`src/rtl/fb_access_arbiter_if.sv`:
```
// ---------------------------------------------------------------------------
// fb_access_arbiter_if
//   Bundles every non-clock/reset signal of the frame-buffer arbiter.
//   slave  : arbiter view (requests and RAM read data in; grants, read
//            results, clear status and RAM command out).
//   master : requester/RAM side view (the mirror image).
//   Groups: vblank/clear_*   frame-clear control
//           scan_*           scanout read port
//           wr0_* / wr1_*    game-logic and overlay write ports
//           mem_*            single-port frame-buffer RAM command/data
// ---------------------------------------------------------------------------
interface fb_access_arbiter_if #(
  parameter int ADDR_W = 15,
  parameter int DATA_W = 12
);
  logic              vblank;
  logic              clear_req;
  logic              clear_busy;
  logic              clear_done;

  logic              scan_req;
  logic [ADDR_W-1:0] scan_addr;
  logic [DATA_W-1:0] scan_rdata;
  logic              scan_rvalid;

  logic              wr0_valid;
  logic [ADDR_W-1:0] wr0_addr;
  logic [DATA_W-1:0] wr0_data;
  logic              wr0_ready;

  logic              wr1_valid;
  logic [ADDR_W-1:0] wr1_addr;
  logic [DATA_W-1:0] wr1_data;
  logic              wr1_ready;

  logic              mem_en;
  logic              mem_we;
  logic [ADDR_W-1:0] mem_addr;
  logic [DATA_W-1:0] mem_wdata;
  logic [DATA_W-1:0] mem_rdata;

  modport slave (
    input  vblank, clear_req,
    input  scan_req, scan_addr,
    input  wr0_valid, wr0_addr, wr0_data,
    input  wr1_valid, wr1_addr, wr1_data,
    input  mem_rdata,
    output clear_busy, clear_done,
    output scan_rdata, scan_rvalid,
    output wr0_ready, wr1_ready,
    output mem_en, mem_we, mem_addr, mem_wdata
  );

  modport master (
    output vblank, clear_req,
    output scan_req, scan_addr,
    output wr0_valid, wr0_addr, wr0_data,
    output wr1_valid, wr1_addr, wr1_data,
    output mem_rdata,
    input  clear_busy, clear_done,
    input  scan_rdata, scan_rvalid,
    input  wr0_ready, wr1_ready,
    input  mem_en, mem_we, mem_addr, mem_wdata
  );
endinterface

```
`src/rtl/fb_access_arbiter.sv`:
```
// ---------------------------------------------------------------------------
// fb_access_arbiter
//   Shares one single-port frame-buffer RAM between the VGA scanout reader
//   (absolute priority) and two writers (wr0 game logic, wr1 overlay) that
//   are round-robin arbitrated on the cycles scanout leaves free.
//   Optional frame-clear sequencer, built only when FB_CLEAR_EN is defined:
//   sweeps CLEAR_COLOR over the whole buffer, starting in vertical blanking.
//
// Ports
//   clk    : system clock
//   reset  : asynchronous, active-low reset
//   bus    : fb_access_arbiter_if.slave (scan/wr0/wr1/clear/mem signals)
//
// Timing
//   Grants (wrN_ready) are combinational; the RAM command (mem_*) is
//   registered. Scan reads return scan_rvalid/scan_rdata two cycles after
//   scan_req, fully pipelined. Addresses >= DEPTH never reach the RAM;
//   such writes are still acknowledged and such reads return zero.
// ---------------------------------------------------------------------------
module fb_access_arbiter #(
  parameter int                ADDR_W      = 15,
  parameter int                DATA_W      = 12,
  parameter int                DEPTH       = 19200,
  parameter logic [DATA_W-1:0] CLEAR_COLOR = 12'h000
) (
  input logic               clk,
  input logic               reset,
  fb_access_arbiter_if.slave bus
);

  localparam logic [ADDR_W-1:0] LAST_ADDR = ADDR_W'(DEPTH - 1);

  logic scan_in_range;
  logic wr0_in_range;
  logic wr1_in_range;

  assign scan_in_range = (bus.scan_addr <= LAST_ADDR);
  assign wr0_in_range  = (bus.wr0_addr  <= LAST_ADDR);
  assign wr1_in_range  = (bus.wr1_addr  <= LAST_ADDR);

  // ------------------------------------------------------------------------
  // Frame-clear sequencer
  // ------------------------------------------------------------------------
  logic              in_clear;
  logic [ADDR_W-1:0] clr_addr;

`ifdef FB_CLEAR_EN
  typedef enum logic {S_IDLE, S_CLEAR} state_t;

  state_t            state_reg;
  logic              pending_reg;
  logic              clear_done_reg;
  logic [ADDR_W-1:0] clr_addr_reg;

  assign in_clear = (state_reg == S_CLEAR);
  assign clr_addr = clr_addr_reg;

  always_ff @(posedge clk or negedge reset) begin
    if (!reset) begin
      state_reg      <= S_IDLE;
      pending_reg    <= 1'b0;
      clear_done_reg <= 1'b0;
      clr_addr_reg   <= '0;
    end else begin
      clear_done_reg <= 1'b0;
      case (state_reg)
        S_IDLE: begin
          // A request outside blanking is parked until vblank arrives.
          if ((bus.clear_req || pending_reg) && bus.vblank) begin
            state_reg    <= S_CLEAR;
            pending_reg  <= 1'b0;
            clr_addr_reg <= '0;
          end else if (bus.clear_req) begin
            pending_reg <= 1'b1;
          end
        end
        S_CLEAR: begin
          // Scanout steals the port; the sweep simply resumes next cycle.
          // vblank is not consulted here: a started clear always finishes.
          if (!bus.scan_req) begin
            clr_addr_reg <= clr_addr_reg + 1'b1;
            if (clr_addr_reg == LAST_ADDR) begin
              state_reg      <= S_IDLE;
              clear_done_reg <= 1'b1;
            end
          end
        end
        default: state_reg <= S_IDLE;
      endcase
    end
  end

  assign bus.clear_busy = pending_reg | in_clear;
  assign bus.clear_done = clear_done_reg;
`else
  wire unused_clear_inputs = bus.clear_req | bus.vblank;

  assign in_clear       = 1'b0;
  assign clr_addr       = '0;
  assign bus.clear_busy = 1'b0;
  assign bus.clear_done = 1'b0;
`endif

  // ------------------------------------------------------------------------
  // Arbitration (combinational)
  // rr_last_reg holds the index of the most recent writer winner; a tie goes
  // to the other writer. Reset value 1 lets wr0 win the first tie.
  // ------------------------------------------------------------------------
  logic rr_last_reg;
  logic gnt0;
  logic gnt1;
  logic clr_wr;

  always_comb begin
    gnt0 = 1'b0;
    gnt1 = 1'b0;
    if (!bus.scan_req && !in_clear) begin
      if (bus.wr0_valid && bus.wr1_valid) begin
        gnt0 = rr_last_reg;
        gnt1 = !rr_last_reg;
      end else begin
        gnt0 = bus.wr0_valid;
        gnt1 = bus.wr1_valid;
      end
    end
  end

  assign clr_wr = in_clear && !bus.scan_req;

  // Gate with reset so every output reads 0 while reset is held.
  assign bus.wr0_ready = gnt0 & reset;
  assign bus.wr1_ready = gnt1 & reset;

  // ------------------------------------------------------------------------
  // RAM command and scan read-return pipeline
  // Stage 1: command issued (mem_* registered).
  // Stage 2: RAM output register holds the word.
  // Stage 3: word captured into scan_rdata with scan_rvalid.
  // ------------------------------------------------------------------------
  logic              mem_en_reg;
  logic              mem_we_reg;
  logic [ADDR_W-1:0] mem_addr_reg;
  logic [DATA_W-1:0] mem_wdata_reg;
  logic              rd_v1_reg;
  logic              rd_v2_reg;
  logic              rd_oor1_reg;
  logic              rd_oor2_reg;
  logic              scan_rvalid_reg;
  logic [DATA_W-1:0] scan_rdata_reg;

  always_ff @(posedge clk or negedge reset) begin
    if (!reset) begin
      mem_en_reg      <= 1'b0;
      mem_we_reg      <= 1'b0;
      mem_addr_reg    <= '0;
      mem_wdata_reg   <= '0;
      rr_last_reg     <= 1'b1;
      rd_v1_reg       <= 1'b0;
      rd_v2_reg       <= 1'b0;
      rd_oor1_reg     <= 1'b0;
      rd_oor2_reg     <= 1'b0;
      scan_rvalid_reg <= 1'b0;
      scan_rdata_reg  <= '0;
    end else begin
      mem_en_reg      <= 1'b0;
      mem_we_reg      <= 1'b0;

      rd_v1_reg       <= bus.scan_req;
      rd_oor1_reg     <= !scan_in_range;
      rd_v2_reg       <= rd_v1_reg;
      rd_oor2_reg     <= rd_oor1_reg;
      scan_rvalid_reg <= rd_v2_reg;
      if (rd_v2_reg) begin
        scan_rdata_reg <= rd_oor2_reg ? '0 : bus.mem_rdata;
      end

      if (bus.scan_req) begin
        mem_en_reg   <= scan_in_range;
        mem_addr_reg <= bus.scan_addr;
      end else if (clr_wr) begin
        mem_en_reg    <= 1'b1;
        mem_we_reg    <= 1'b1;
        mem_addr_reg  <= clr_addr;
        mem_wdata_reg <= CLEAR_COLOR;
      end else if (gnt0) begin
        mem_en_reg    <= wr0_in_range;
        mem_we_reg    <= wr0_in_range;
        mem_addr_reg  <= bus.wr0_addr;
        mem_wdata_reg <= bus.wr0_data;
        rr_last_reg   <= 1'b0;
      end else if (gnt1) begin
        mem_en_reg    <= wr1_in_range;
        mem_we_reg    <= wr1_in_range;
        mem_addr_reg  <= bus.wr1_addr;
        mem_wdata_reg <= bus.wr1_data;
        rr_last_reg   <= 1'b1;
      end
    end
  end

  assign bus.mem_en      = mem_en_reg;
  assign bus.mem_we      = mem_we_reg;
  assign bus.mem_addr    = mem_addr_reg;
  assign bus.mem_wdata   = mem_wdata_reg;
  assign bus.scan_rvalid = scan_rvalid_reg;
  assign bus.scan_rdata  = scan_rdata_reg;

endmodule

```
`src/flat_wrapper.sv`:
```
// flat-port wrapper written by rule: the top's interface ports become plain ports
module fb_access_arbiter_flat 
#(
  parameter int                ADDR_W      = 15,
  parameter int                DATA_W      = 12,
  parameter int                DEPTH       = 19200,
  parameter logic [DATA_W-1:0] CLEAR_COLOR = 12'h000
)
  (clk, reset, bus_vblank, bus_clear_req, bus_scan_req, bus_scan_addr, bus_wr0_valid, bus_wr0_addr, bus_wr0_data, bus_wr1_valid, bus_wr1_addr, bus_wr1_data, bus_mem_rdata, bus_clear_busy, bus_clear_done, bus_scan_rdata, bus_scan_rvalid, bus_wr0_ready, bus_wr1_ready, bus_mem_en, bus_mem_we, bus_mem_addr, bus_mem_wdata);
  fb_access_arbiter_if #(.ADDR_W(ADDR_W), .DATA_W(DATA_W)) bus_i ();
  input logic clk;
  input logic reset;
  input wire logic [$bits(bus_i.vblank)-1:0] bus_vblank;
  input wire logic [$bits(bus_i.clear_req)-1:0] bus_clear_req;
  input wire logic [$bits(bus_i.scan_req)-1:0] bus_scan_req;
  input wire logic [$bits(bus_i.scan_addr)-1:0] bus_scan_addr;
  input wire logic [$bits(bus_i.wr0_valid)-1:0] bus_wr0_valid;
  input wire logic [$bits(bus_i.wr0_addr)-1:0] bus_wr0_addr;
  input wire logic [$bits(bus_i.wr0_data)-1:0] bus_wr0_data;
  input wire logic [$bits(bus_i.wr1_valid)-1:0] bus_wr1_valid;
  input wire logic [$bits(bus_i.wr1_addr)-1:0] bus_wr1_addr;
  input wire logic [$bits(bus_i.wr1_data)-1:0] bus_wr1_data;
  input wire logic [$bits(bus_i.mem_rdata)-1:0] bus_mem_rdata;
  output wire logic [$bits(bus_i.clear_busy)-1:0] bus_clear_busy;
  output wire logic [$bits(bus_i.clear_done)-1:0] bus_clear_done;
  output wire logic [$bits(bus_i.scan_rdata)-1:0] bus_scan_rdata;
  output wire logic [$bits(bus_i.scan_rvalid)-1:0] bus_scan_rvalid;
  output wire logic [$bits(bus_i.wr0_ready)-1:0] bus_wr0_ready;
  output wire logic [$bits(bus_i.wr1_ready)-1:0] bus_wr1_ready;
  output wire logic [$bits(bus_i.mem_en)-1:0] bus_mem_en;
  output wire logic [$bits(bus_i.mem_we)-1:0] bus_mem_we;
  output wire logic [$bits(bus_i.mem_addr)-1:0] bus_mem_addr;
  output wire logic [$bits(bus_i.mem_wdata)-1:0] bus_mem_wdata;
  assign bus_i.vblank = bus_vblank;
  assign bus_i.clear_req = bus_clear_req;
  assign bus_i.scan_req = bus_scan_req;
  assign bus_i.scan_addr = bus_scan_addr;
  assign bus_i.wr0_valid = bus_wr0_valid;
  assign bus_i.wr0_addr = bus_wr0_addr;
  assign bus_i.wr0_data = bus_wr0_data;
  assign bus_i.wr1_valid = bus_wr1_valid;
  assign bus_i.wr1_addr = bus_wr1_addr;
  assign bus_i.wr1_data = bus_wr1_data;
  assign bus_i.mem_rdata = bus_mem_rdata;
  assign bus_clear_busy = bus_i.clear_busy;
  assign bus_clear_done = bus_i.clear_done;
  assign bus_scan_rdata = bus_i.scan_rdata;
  assign bus_scan_rvalid = bus_i.scan_rvalid;
  assign bus_wr0_ready = bus_i.wr0_ready;
  assign bus_wr1_ready = bus_i.wr1_ready;
  assign bus_mem_en = bus_i.mem_en;
  assign bus_mem_we = bus_i.mem_we;
  assign bus_mem_addr = bus_i.mem_addr;
  assign bus_mem_wdata = bus_i.mem_wdata;
  fb_access_arbiter #(.ADDR_W(ADDR_W), .DATA_W(DATA_W), .DEPTH(DEPTH), .CLEAR_COLOR(CLEAR_COLOR)) u_core (.clk(clk), .reset(reset), .bus(bus_i));
endmodule
```
`config.mk`:
```
export PLATFORM = sky130hd
export DESIGN_NAME = fb_access_arbiter_flat
export DESIGN_NICKNAME = d
export VERILOG_FILES = /design/src/rtl/fb_access_arbiter_if.sv /design/src/rtl/fb_access_arbiter.sv /design/src/flat_wrapper.sv
export SDC_FILE = /design/constraint.sdc
export NUM_CORES = 1
export LEC_CHECK = 0
export BUFFER_PORTS_ARGS = -buffer_cell sky130_fd_sc_hd__buf_2
export CAP_MARGIN = 20
export CORE_ASPECT_RATIO = 0.8
export CORE_MARGIN = 5
export CORE_UTILIZATION = 29
export DETAILED_ROUTE_END_ITERATION = 16
export GPL_TIMING_DRIVEN = 0
export PLACE_DENSITY_LB_ADDON = 0.15
export SYNTH_ARGS = -nofsm -noshare
export SYNTH_HDL_FRONTEND = slang
export SYNTH_SLANG_ARGS = --single-unit
```
`constraint.sdc`:
```
create_clock -name clk -period 2.9 [get_ports clk]
set_input_delay 0.87 -clock clk [delete_from_list [all_inputs] [get_ports clk]]
set_output_delay 0.87 -clock clk [all_outputs]
set_load 0.02 [all_outputs]
```
==> impl_metrics.csv <==
group,metric,value,unit
synthesis,yosysTopAreaCell,"dfrtp_1",
synthesis,synth.top_cell.area_share,46.8,%
critical_path,reg2reg_depth,7,
critical_path,path_class,"in -> out",
cts,cts_tree,"built",
cts,clk_latency,0.30,ns
floorplan,dieArea,10400,um2
cells_and_area,fin_area,3380,um2
critical_path,endpoint_kind,"output port",
global_routing,antenna_found_initial,0,
cts,htree_num_levels,2,
cts,root_buffer,"clkbuf_8",
cells_and_area,fin_util,40.3,%
pwr,power_density,488,nW/um2
sta,finClkSkew,0.00279,ns
route,drc,0,
route,vias,2347,
hold_path,hp-class,"reg -> reg",
critical_path,cp-start-kind,"input pin",
cells_and_area,final_cells,508,
cells_and_area,drive_gt1_share,41.4,%
critical_path,critPathMaxFanout,10,
critical_path,cp_slowest_cell,"buf_6",
cells_and_area,final_common_cell,"buf_2",
synthesis,ys_warn_count,0,
cells_and_area,largest_register_ff_count,15,
sta,setup_viol,0,
floorplan,io_pins,134,
hold_path,whs_path_depth,0,
synthesis,netlist_instances,257,
cts,clkSlewWorstSetupHoldPaths,0.09,ns
sta,hold_violations,0,
synthesis,syn_avg_cell_area,9.58,um2
placement,dpl_cell_area,3270,um2
global_routing,grt_pass1_vias,2458,
critical_path,crit_path_max_incr_delay,0.20,ns
route,avgRoutedWirePerCell,15.0,um
job,maxCapViolations,0,
floorplan,initial_core_util,29.4,%
sta,max_freq,362,MHz
cells_and_area,fill_cells,875,
floorplan,die_y,92.4,um
run_status,status,"finished, final reports clean",
sta,slew_viol_final,0,
cts,cts_hold_buf,0,
floorplan,die_x,113,um
route,ant_nets,0,
pwr,peakVddDrop,0.208,mV
global_routing,grt_pass1_wl,12300,um
critical_path,arrival,1.89,ns
sta,setup_slack,0.137,ns
synthesis,ys_seq_area_share,47.8,%
sta,worst_pin_slew,0.735,ns
synthesis,synth_area_leaders,"dfrtp_1 (47%), o21ai_0 (7.5%), o211a_1 (6.1%)",
cts,cts_buffers,5,
global_routing,grt_max_degree,30,
floorplan,core,8370,um2
route,wl,7610,um
route,firstDrtPassIters,4,
sta,fin_crit_sh,95.3,%
critical_path,required,2.03,ns
placement,port-buffer-count,129,
route,drt-initial-drc-count,86,
cells_and_area,area_delta_synth_final,37.2,%
critical_path,crit_chain,"buf_2 -> nor2b_4 -> buf_6 -> nor3_4 -> buf_6 -> and2_1 -> buf_2",
cts,clkSinkCount,47,
synthesis,synthesis.area,2460,um2
pwr,p_total,1650,uW
critical_path,r2r_setup_slack,1.25,ns
cts,cts_max_path_buffers,2,
global_routing,overflow,0,
pwr,leakagePower,0.00179,uW
cells_and_area,nets,483,
cells_and_area,final_cell_mix,"buf_2 (131), dfrtp_1 (46), o21ai_0 (37)",
global_routing,track_usage,14.6,%
placement,hpwl,5780,um
synthesis,synth_cell_types,33,
placement,gp_congestion,0.792,
cells_and_area,diodes,0,
placement,dpl.cell_count,500,
route,viasPerCell,4.62,
sta,rsz0062_at_grt,"false",
synthesis,ys_ff_latch,47,
sta,relSlewSlack,51.0,%
floorplan,row_count,30,
sta,period_needed,2.76,ns
placement,place_ws,-0.110,ns
## power breakdown
part           internal, uW  switching (uW)  leakage, uW  total, uW
sequential              725            36.3     0.000575        761
clock                   195             236    0.0000474        431
combinational           188             268      0.00117        456
## Yosys cell counts
cell,number
o21ai_1,3
buf_4,2
nor2b_1,4
o21a_1,1
nand3b_1,10
or2_2,1
a21oi_1,4
and2_1,1
o22a_2,1
nor2b_4,1
nor3_4,1
mux2i_1,12
nor2_1,15
nor3_1,1
conb_1,1
inv_1,28
nand2_1,31
buf_2,3
dfstp_2,1
dfrtp_1,46
o211a_1,15
o21ai_0,37
nand2b_1,1
o2111ai_1,1
buf_8,1
and3_1,1
nand2b_4,1
clkbuf_1,12
buf_6,3
o31ai_2,10
o311ai_0,1
o31ai_1,6
o31a_1,1
## cell families (layout without fill, tap and decap cells)
group / count (synthesis) / count (layout) / share of synthesized area [%]
compound gates: 80 / 80 / 23.7
simple gates: 68 / 68 / 14.1
buf+inv: 49 / 187 / 9.30
flops: 47 / 47 / 47.8
mux: 12 / 12 / 4.88
other cells: 1 / 2 / 0.152
## worst paths after layout
kind                               startpoint                  endpoint
max                             bus_wr1_valid             bus_wr0_ready
min                          u_core.rd_v1_reg          u_core.rd_v2_reg
max reg2reg                u_core.rr_last_reg   u_core.bus.mem_addr[13]
min reg2reg                  u_core.rd_v1_reg          u_core.rd_v2_reg
max in group asynchronous               reset        u_core.rr_last_reg
min in group asynchronous               reset  u_core.bus.scan_rdata[4]
## routing by layer
| metal | wire (um) | track usage, % | up-vias |
|---|---|---|---|
| met3 | 755 | 5.49 | 9 |
| met2 | 3180 | 21.1 | 113 |
| met1 | 3570 | 20.3 | 1079 |
| met4 | 96 | 4.20 | 0 |
| met5 | 0 | 0 | - |
| li1 | - | - | 1146 |
## layout make-up
| type | instances | area, um2 | share of cell area (%) |
|---|---|---|---|
| well taps | 112 | 140 | 4.15 |
| plain buffers | 20 | 120 | 3.56 |
| multi-input cells | 162 | 1060 | 31.4 |
| inverters | 28 | 105 | 3.11 |
| clock buffers | 6 | 82.6 | 2.45 |
| clock inverters | 2 | 16.3 | 0.482 |
| flip-flops and latches | 47 | 1180 | 34.9 |
| repair buffers | 131 | 676 | 20.0 |
## metrics by stage
stage / setup TNS, ns / hold slack (ns)
after CTS: 0 / 0.359
final: 0 / 0.354
after detailed placement: -0.110 / 0.336
after global routing: 0 / 0.377
after global placement: -0.440 / 0.334
after floorplan: 0 / 0.331
## critical path, delay by kind of cell
kind	cells	cell delay, ns
buffers and inverters	4	0.60
and+or+nand+nor	3	0.42
## what timing repair did
| item | in CTS | in global routing |
|---|---|---|
| pin swaps | 1 | 1 |
| resized for setup | 0 | 1 |
| setup endpoints to repair | 1 | 2 |
| setup buffers | 1 | 0 |
(Power assumes the default switching activity.)
